--- config.mk ---
export PLATFORM = sky130hd
export DESIGN_NAME = mem_ctrl
export DESIGN_NICKNAME = d
export VERILOG_FILES = /design/src/rtl/mem_ctrl.sv
export SDC_FILE = /design/constraint.sdc
export NUM_CORES = 1
export LEC_CHECK = 0
export CORE_MARGIN = 4
export CORE_UTILIZATION = 37
export CTS_CLUSTER_DIAMETER = 150
export DETAILED_ROUTE_END_ITERATION = 6
export GPL_ROUTABILITY_DRIVEN = 0
export PLACE_DENSITY = 0.82
export SLEW_MARGIN = 20
export SYNTH_ARGS = -nofsm -noshare
export SYNTH_HDL_FRONTEND = slang
export SYNTH_SLANG_ARGS = --single-unit
--- constraint.sdc ---
create_clock -name clk -period 2.8 [get_ports clk]
set_input_delay 0.42 -clock clk [delete_from_list [all_inputs] [get_ports clk]]
set_output_delay 0.42 -clock clk [all_outputs]
set_load 0.01 [all_outputs]
--- src/rtl/mem_ctrl.sv ---
// CPU-side memory controller: decodes a 9-bit CPU address onto a synchronous RAM,
// an LED register and a switch port, and returns read responses with a valid/ready handshake.
module mem_ctrl #(
  parameter int         data_width = 16,
  parameter int         addr_width = 8,
  parameter logic [8:0] led_addr   = 9'h100,
  parameter logic [8:0] sw_addr    = 9'h140
) (
  input  logic                  clk,
  input  logic                  reset,
  input  logic                  req_valid,
  output logic                  req_ready,
  input  logic                  req_write,
  input  logic [8:0]            req_addr,
  input  logic [data_width-1:0] req_data,
  output logic                  rsp_valid,
  input  logic                  rsp_ready,
  output logic [data_width-1:0] rsp_data,
  output logic                  rsp_err,
  output logic [addr_width-1:0] ram_read_address,
  output logic [addr_width-1:0] ram_write_address,
  output logic                  ram_write,
  output logic [data_width-1:0] ram_din,
  input  logic [data_width-1:0] ram_dout,
  input  logic [7:0]            sw_in,
  output logic [7:0]            led_out
);

  typedef enum logic [1:0] {
    IDLE    = 2'd0,
    RD_WAIT = 2'd1,
    RSP     = 2'd2
  } state_t;

  state_t state, state_nxt;

  logic sel_ram, sel_led, sel_sw;
  logic accept;

  function automatic logic [data_width-1:0] zext8(input logic [7:0] v);
    logic [data_width-1:0] r;
    r      = '0;
    r[7:0] = v;
    return r;
  endfunction

  assign sel_ram = ~req_addr[8];
  assign sel_led = (req_addr == led_addr);
  assign sel_sw  = (req_addr == sw_addr);

  assign req_ready = (state == IDLE);
  assign accept    = req_ready & req_valid;
  assign rsp_valid = (state == RSP);

  // RAM ports follow the request bus directly; only the write enable is qualified.
  assign ram_read_address  = req_addr[addr_width-1:0];
  assign ram_write_address = req_addr[addr_width-1:0];
  assign ram_din           = req_data;
  assign ram_write         = accept & req_write & sel_ram & ~reset;

  always_ff @(posedge clk) begin
    if (reset) state <= IDLE;
    else       state <= state_nxt;
  end

  always_comb begin
    state_nxt = state;
    case (state)
      IDLE:    if (req_valid && !req_write) state_nxt = sel_ram ? RD_WAIT : RSP;
      RD_WAIT: state_nxt = RSP;
      RSP:     if (rsp_ready) state_nxt = IDLE;
      default: state_nxt = IDLE;
    endcase
  end

  // Response and LED registers; the response is only loaded on the way into RSP,
  // so it holds steady for as long as the CPU stalls.
  always_ff @(posedge clk) begin
    if (reset) begin
      rsp_data <= '0;
      rsp_err  <= 1'b0;
      led_out  <= 8'h00;
    end else begin
      if (state == RD_WAIT) begin
        rsp_data <= ram_dout;
        rsp_err  <= 1'b0;
      end else if (accept && !req_write && !sel_ram) begin
        if (sel_sw) begin
          rsp_data <= zext8(sw_in);
          rsp_err  <= 1'b0;
        end else if (sel_led) begin
          rsp_data <= zext8(led_out);
          rsp_err  <= 1'b0;
        end else begin
          rsp_data <= '0;
          rsp_err  <= 1'b1;
        end
      end
      if (accept && req_write && sel_led) led_out <= req_data[7:0];
    end
  end

endmodule

* After elaboration in Yosys (flattened, before gate mapping)
Cells that the tools add are included.
** Cells by class
- Equality and inequality tests :: 6
- Multiplexer cells :: 10
- Reduce and logical (&&, ||, !) cells :: 10
- Bitwise operators :: 6
** Operator list (number)
- 2-to-1 mux 16 bit :: 2
- equality test 9 bit (second input constant) :: 2
- 2-to-1 mux 8 bit :: 2
- 2-to-1 mux 2 bit :: 3
- one-hot mux 2 bit (3 select lines) :: 1
- logical AND 1 bit :: 5
- bitwise AND 1 bit :: 4
- != test 2 x 1 -> 1 bit (second input constant) :: 2
- equality test 2 x 1 -> 1 bit (second input constant) :: 1
- equality test 2 bit (second input constant) :: 1
- zero test 2 bit :: 1
- 2-to-1 mux 1 bit :: 2
- inverter 1 bit :: 2
- AND reduction 2 bit :: 1
- nonzero test 2 bit :: 1
- OR reduction 2 bit :: 1
- zero test 1 bit :: 1
** Storage, ports and cells
- Word-level logic and storage cells :: 36
- Input bits :: 54
- Register bits :: 27
- Output and inout bits :: 60

* Logic depth before layout (Yosys ltp)
- Depth after elaboration :: 6
- Gate-level depth with buffers :: 5
- Mapped depth without buffers :: 3

* Worst setup path after synthesis
No wires, ideal clock.
- Path type :: in2out
- Start point :: input port reset
- End point :: output port ram_write
- Path slack :: 1.142 ns
- Stages :: 3
- Data required time :: 2.380 ns
- Data arrival time :: 1.238 ns
- Path buffers :: 2
- Cells stage by stage :: clkbuf_1 > clkbuf_1 > nor4b_1
** Between the ends
- Word-level cells in the longest chain between the ends :: 2
** RTL lines
- from (decl) :: RTL line 10 : input logic reset,
- inverter 1 bit :: RTL line 59 : assign ram_write = accept & req_write & sel_ram & ~reset;
- bitwise AND 1 bit :: RTL line 59
- to (decl) :: RTL line 22 : output logic ram_write,
Every way passes these cells.

* Final worst setup path
- Start point :: input port req_valid
- End point :: output port ram_write
** Between the ends
- Word-level cells in the longest chain between the ends :: 4
** RTL lines
- from (decl) :: RTL line 11 : input logic req_valid,
- bitwise AND 1 bit :: RTL line 52 : assign accept = req_ready & req_valid;
- bitwise AND 1 bit (3 in series) :: RTL line 59
Every way passes these cells.

==> results_tabular.tex <==
\begin{tabular}{lr}
\hline
Metric & Value \\
\hline
\multicolumn{2}{l}{\textbf{Flow run}} \\
\quad Max\_cap viols & 0 \\
\multicolumn{2}{l}{\textbf{Global routing}} \\
\quad Global-route wire length before repair & around 7.1 mm \\
\quad Maximum number of pins on one net before global-route repair & 36 \\
\quad Overall routing resource usage & 0.168 \\
\quad Vias in the first global route & 1493 \\
\quad Antenna violations before repair & 0 \\
\quad Gr ovfl total & 0 \\
\multicolumn{2}{l}{\textbf{Final layout}} \\
\quad Number of fillers in the final layout & 365 \\
\quad Sequential Area & 541 µm² \\
\quad Post-layout instance area & about 2400 µm² \\
\quad Fraction of layout instances using a drive strength above 1 & 0.0905 \\
\quad NumNets Final & 298 \\
\quad Leading cell type in the layout, fill and taps excluded & sky130\_fd\_sc\_hd\_\_clkdlybuf4s50\_1 \\
\quad Share of the core filled with cells & 0.594 \\
\quad Area growth, synth to finish & 52.6\% \\
\quad Area of the multi-input gates & 738 µm² \\
\quad Diode count & 0 \\
\quad Commonest cells after routing, fill and taps aside & sky130\_fd\_sc\_hd\_\_clkdlybuf4s50\_1 (97), sky130\_fd\_sc\_hd\_\_dfxtp\_1 (27), sky130\_fd\_sc\_hd\_\_nand2b\_1 (18) \\
\quad Final instance count without filler cells & 293 \\
\multicolumn{2}{l}{\textbf{Synth}} \\
\quad Synthesized netlist net count & roughly 230 \\
\quad Mean post-synth cell area & 8.77 µm² \\
\quad Number of synthesized register bits & 27 \\
\quad Number of distinct standard cells referenced by the synthesized netlist & 26 \\
\quad Number of synthesis warnings & 0 \\
\quad Netlist area before placement & 1580 µm² \\
\quad Syn Inst Count & 180 \\
\quad Post-synthesis sequential area ratio & 0.342 \\
\multicolumn{2}{l}{\textbf{Routing}} \\
\quad DRC violations left & 0 \\
\quad Number of nets still failing antenna checks after routing & 0 \\
\quad Number of vias per cell & around 4.9 \\
\quad Total Wirelength & 4.45 mm \\
\quad Routed wirelength normalized by instance count & 15.2 µm \\
\quad Vias after detailed routing & 1448 \\
\quad Iter 0 DRT Violations & 46 \\
\quad Drt pass-1 iters & 4 \\
\multicolumn{2}{l}{\textbf{STA}} \\
\quad Fin Clk Skew & about 0.0066 ns \\
\quad Final Critical Period & between 2 and 2.5 ns \\
\quad Share of the cycle needed by the critical path after routing & 0.825 \\
\quad Slew of the pin with the lowest slew margin & 0.729 ns \\
\quad Setup-failing EPs final & 0 \\
\quad Relative max-transition margin & 0.514 \\
\quad Post-Route Setup TNS & 0 ns \\
\quad Number of hold violations in the final report & 0 \\
\quad Maximum clock rate & roughly 0.43 GHz \\
\quad Max-slew violation count & 0 \\
\quad Worst Hold Slack & between 0.4 and 0.5 ns \\
\quad Unrepaired setup endpoints after global routing & no \\
\multicolumn{2}{l}{\textbf{Setup path}} \\
\quad Largest fanout on the critical path & 5 \\
\quad Worst EP required & between 2 and 2.5 ns \\
\quad R2R cell count & 3 \\
\quad Reg-to-Reg End & led\_out[6] \\
\quad Worst setup SP type & input pin \\
\quad Capturing element type of the critical path & output pin \\
\quad Type of the worst setup path & in -> out \\
\quad Worst setup slack for register-to-register paths & 1.24 ns \\
\quad Reg-to-reg startpoint & state[1] \\
\quad Crit path arrival time & 1.89 ns \\
\multicolumn{2}{l}{\textbf{Place}} \\
\quad Placed cells & 289 \\
\quad Detailed-placement wirelength estimate & 3.34 mm \\
\quad Port buffer count & 97 \\
\quad Instance area at placement & 2360 µm² \\
\multicolumn{2}{l}{\textbf{CTS}} \\
\quad Clock sink count & 27 \\
\quad Quantity of gates resized following cts & 0 \\
\quad Clk\_lat worst skew & 0.27 ns \\
\quad Master cell of the clock root buffer & sky130\_fd\_sc\_hd\_\_clkbuf\_8 \\
\quad Hold bufs inserted after CTS & 0 \\
\quad Number of H-tree levels & 1 \\
\quad TritonCTS clock tree & done \\
\quad Clock slew seen by the registers of the worst setup and hold paths & roughly 0.09 ns \\
\quad Post-CTS setup-driven buffer insertion count & 0 \\
\quad Number of buffers between clock root and the deepest sink & 2 \\
\quad TritonCTS buffer count & 3 \\
\multicolumn{2}{l}{\textbf{Hold path}} \\
\quad Hold-critical path endpoint & rsp\_data[11] \\
\quad Worst min path class & reg -> reg \\
\quad Min-Delay Startpoint & rsp\_data[11] \\
\quad Worst hold path cell count & 2 \\
\multicolumn{2}{l}{\textbf{Pwr}} \\
\quad Switching fraction of total power & 0.243 \\
\quad Worst vdd ir & 0.163 mV \\
\quad Internal power consumption & 0.620 mW \\
\quad Switching pwr & 0.199 mW \\
\quad Clock network power share & 0.270 \\
\quad Static power due to leakage & 0.823 nW \\
\quad Fraction of power consumed by sequential logic & 0.484 \\
\quad Power density normalized to cell area & 340 nW/µm² \\
\quad Comb power frac & 0.246 \\
\multicolumn{2}{l}{\textbf{Floorplan}} \\
\quad Ports & 114 \\
\quad Core area & 4060 µm² \\
\quad Initial cell density of the core & 0.389 \\
\quad Area enclosed by the die boundary & about 5400 µm² \\
\quad Die X & $\sim$73 µm \\
\quad Count of standard-cell rows & 23 \\
\quad Height of the chip & $\sim$73 µm \\
\multicolumn{2}{l}{\textbf{Status}} \\
\quad Outcome & completed \\
\hline
\end{tabular}
==> sequential cells by signal (all words and copies together) (netlist names) <==
signal and flops:
rsp_err 1, state 2, rsp_data 16, led_out 8
==> layout make-up <==
| class | count | share of cell area |
|---|---|---|
| Clock buffer | 4 | 0.0187 |
| Multi-Input combinational cell | 108 | 0.306 |
| Tap cell | 50 | 0.0260 |
| Timing Repair Buffer | 104 | 0.425 |
| Sequential cell | 27 | 0.224 |
==> per-layer routing <==
metal	up-vias	GRT usage	wire length, µm
met5	-	0	0
met2	53	0.284	2150
li1	723	-	-
met3	6	0.0506	400
met4	0	0.0443	38
met1	666	0.207	1860
==> how the worst max path moves through the flow <==
stage	startpoint	end	slack, ns	depth (start not counted)
5_1_grt	req_valid	ram_write	0.36	4
2_1_floorplan	reset	ram_write	1.14	3
3_5_place_dp	req_valid	ram_write	0.50	4
6_report	req_valid	ram_write	0.49	4
3_3_place_gp	req_valid	ram_write	0.51	4
4_1_cts	req_valid	ram_write	0.48	4
==> kinds of logic after synthesis <==
| kind of cell | count (synthesis) | synth area share |
|---|---|---|
| AO/OA/AOI/OAI | 28 | 0.107 |
| buffers and inverters | 45 | 0.194 |
| flip-flops | 27 | 0.342 |
| multiplexers | 16 | 0.108 |
| AND/OR/NAND/NOR | 64 | 0.249 |
==> critical path, stage by stage <==
cell and delay, ns:
sky130_fd_sc_hd__clkdlybuf4s50_1 0.53, sky130_fd_sc_hd__nand2_1 0.09, sky130_fd_sc_hd__nor4b_1 0.24, sky130_fd_sc_hd__clkdlybuf4s50_1 0.60
==> synthesized netlist by cell type <==
| cell | number | area (µm²) |
|---|---|---|
| sky130_fd_sc_hd__a211o_2 | 1 | 10.0 |
| sky130_fd_sc_hd__a211oi_1 | 9 | 67.6 |
| sky130_fd_sc_hd__a21oi_1 | 16 | 80.1 |
| sky130_fd_sc_hd__a31oi_1 | 1 | 6.26 |
| sky130_fd_sc_hd__and4_1 | 1 | 8.76 |
| sky130_fd_sc_hd__buf_2 | 7 | 35.0 |
| sky130_fd_sc_hd__buf_4 | 32 | 240 |
| sky130_fd_sc_hd__buf_6 | 1 | 11.3 |
| sky130_fd_sc_hd__clkbuf_1 | 4 | 15.0 |
| sky130_fd_sc_hd__clkbuf_2 | 1 | 5.00 |
| sky130_fd_sc_hd__dfxtp_1 | 27 | 541 |
| sky130_fd_sc_hd__mux2_2 | 8 | 90.1 |
| sky130_fd_sc_hd__mux2i_1 | 8 | 80.1 |
| sky130_fd_sc_hd__nand2_1 | 9 | 33.8 |
| sky130_fd_sc_hd__nand2b_1 | 18 | 113 |
| sky130_fd_sc_hd__nand3_1 | 8 | 40.0 |
| sky130_fd_sc_hd__nand4_1 | 8 | 50.1 |
| sky130_fd_sc_hd__nand4bb_1 | 2 | 22.5 |
| sky130_fd_sc_hd__nor2_1 | 9 | 33.8 |
| sky130_fd_sc_hd__nor2b_1 | 3 | 18.8 |
| sky130_fd_sc_hd__nor3_4 | 1 | 16.3 |
| sky130_fd_sc_hd__nor4_1 | 1 | 6.26 |
| sky130_fd_sc_hd__nor4_4 | 1 | 21.3 |
| sky130_fd_sc_hd__nor4b_1 | 1 | 8.76 |
| sky130_fd_sc_hd__nor4bb_1 | 2 | 20.0 |
| sky130_fd_sc_hd__o21ai_0 | 1 | 5.00 |
==> power by group through the flow <==
| stage | clock [mW] | combinational (mW) | sequential, mW |
|---|---|---|---|
| final | 0.221 | 0.202 | 0.396 |
| after global routing | 0.244 | 0.216 | 0.398 |
| after CTS | 0.227 | 0.204 | 0.397 |
| after detailed placement | 0 | 0.202 | 0.406 |
| after global placement | 0 | 0.201 | 0.405 |
| after floorplan | 0 | 0.0978 | 0.408 |
==> through the flow <==
stage          setup slack [ns]  total power, mW
3_3_place_gp              0.506            0.606
3_5_place_dp              0.504            0.608
2_1_floorplan              1.14            0.506
5_1_grt                   0.364            0.857
4_1_cts                   0.480            0.827
6_report                  0.489            0.820
Note: power is estimated with default switching activity, not from simulation.
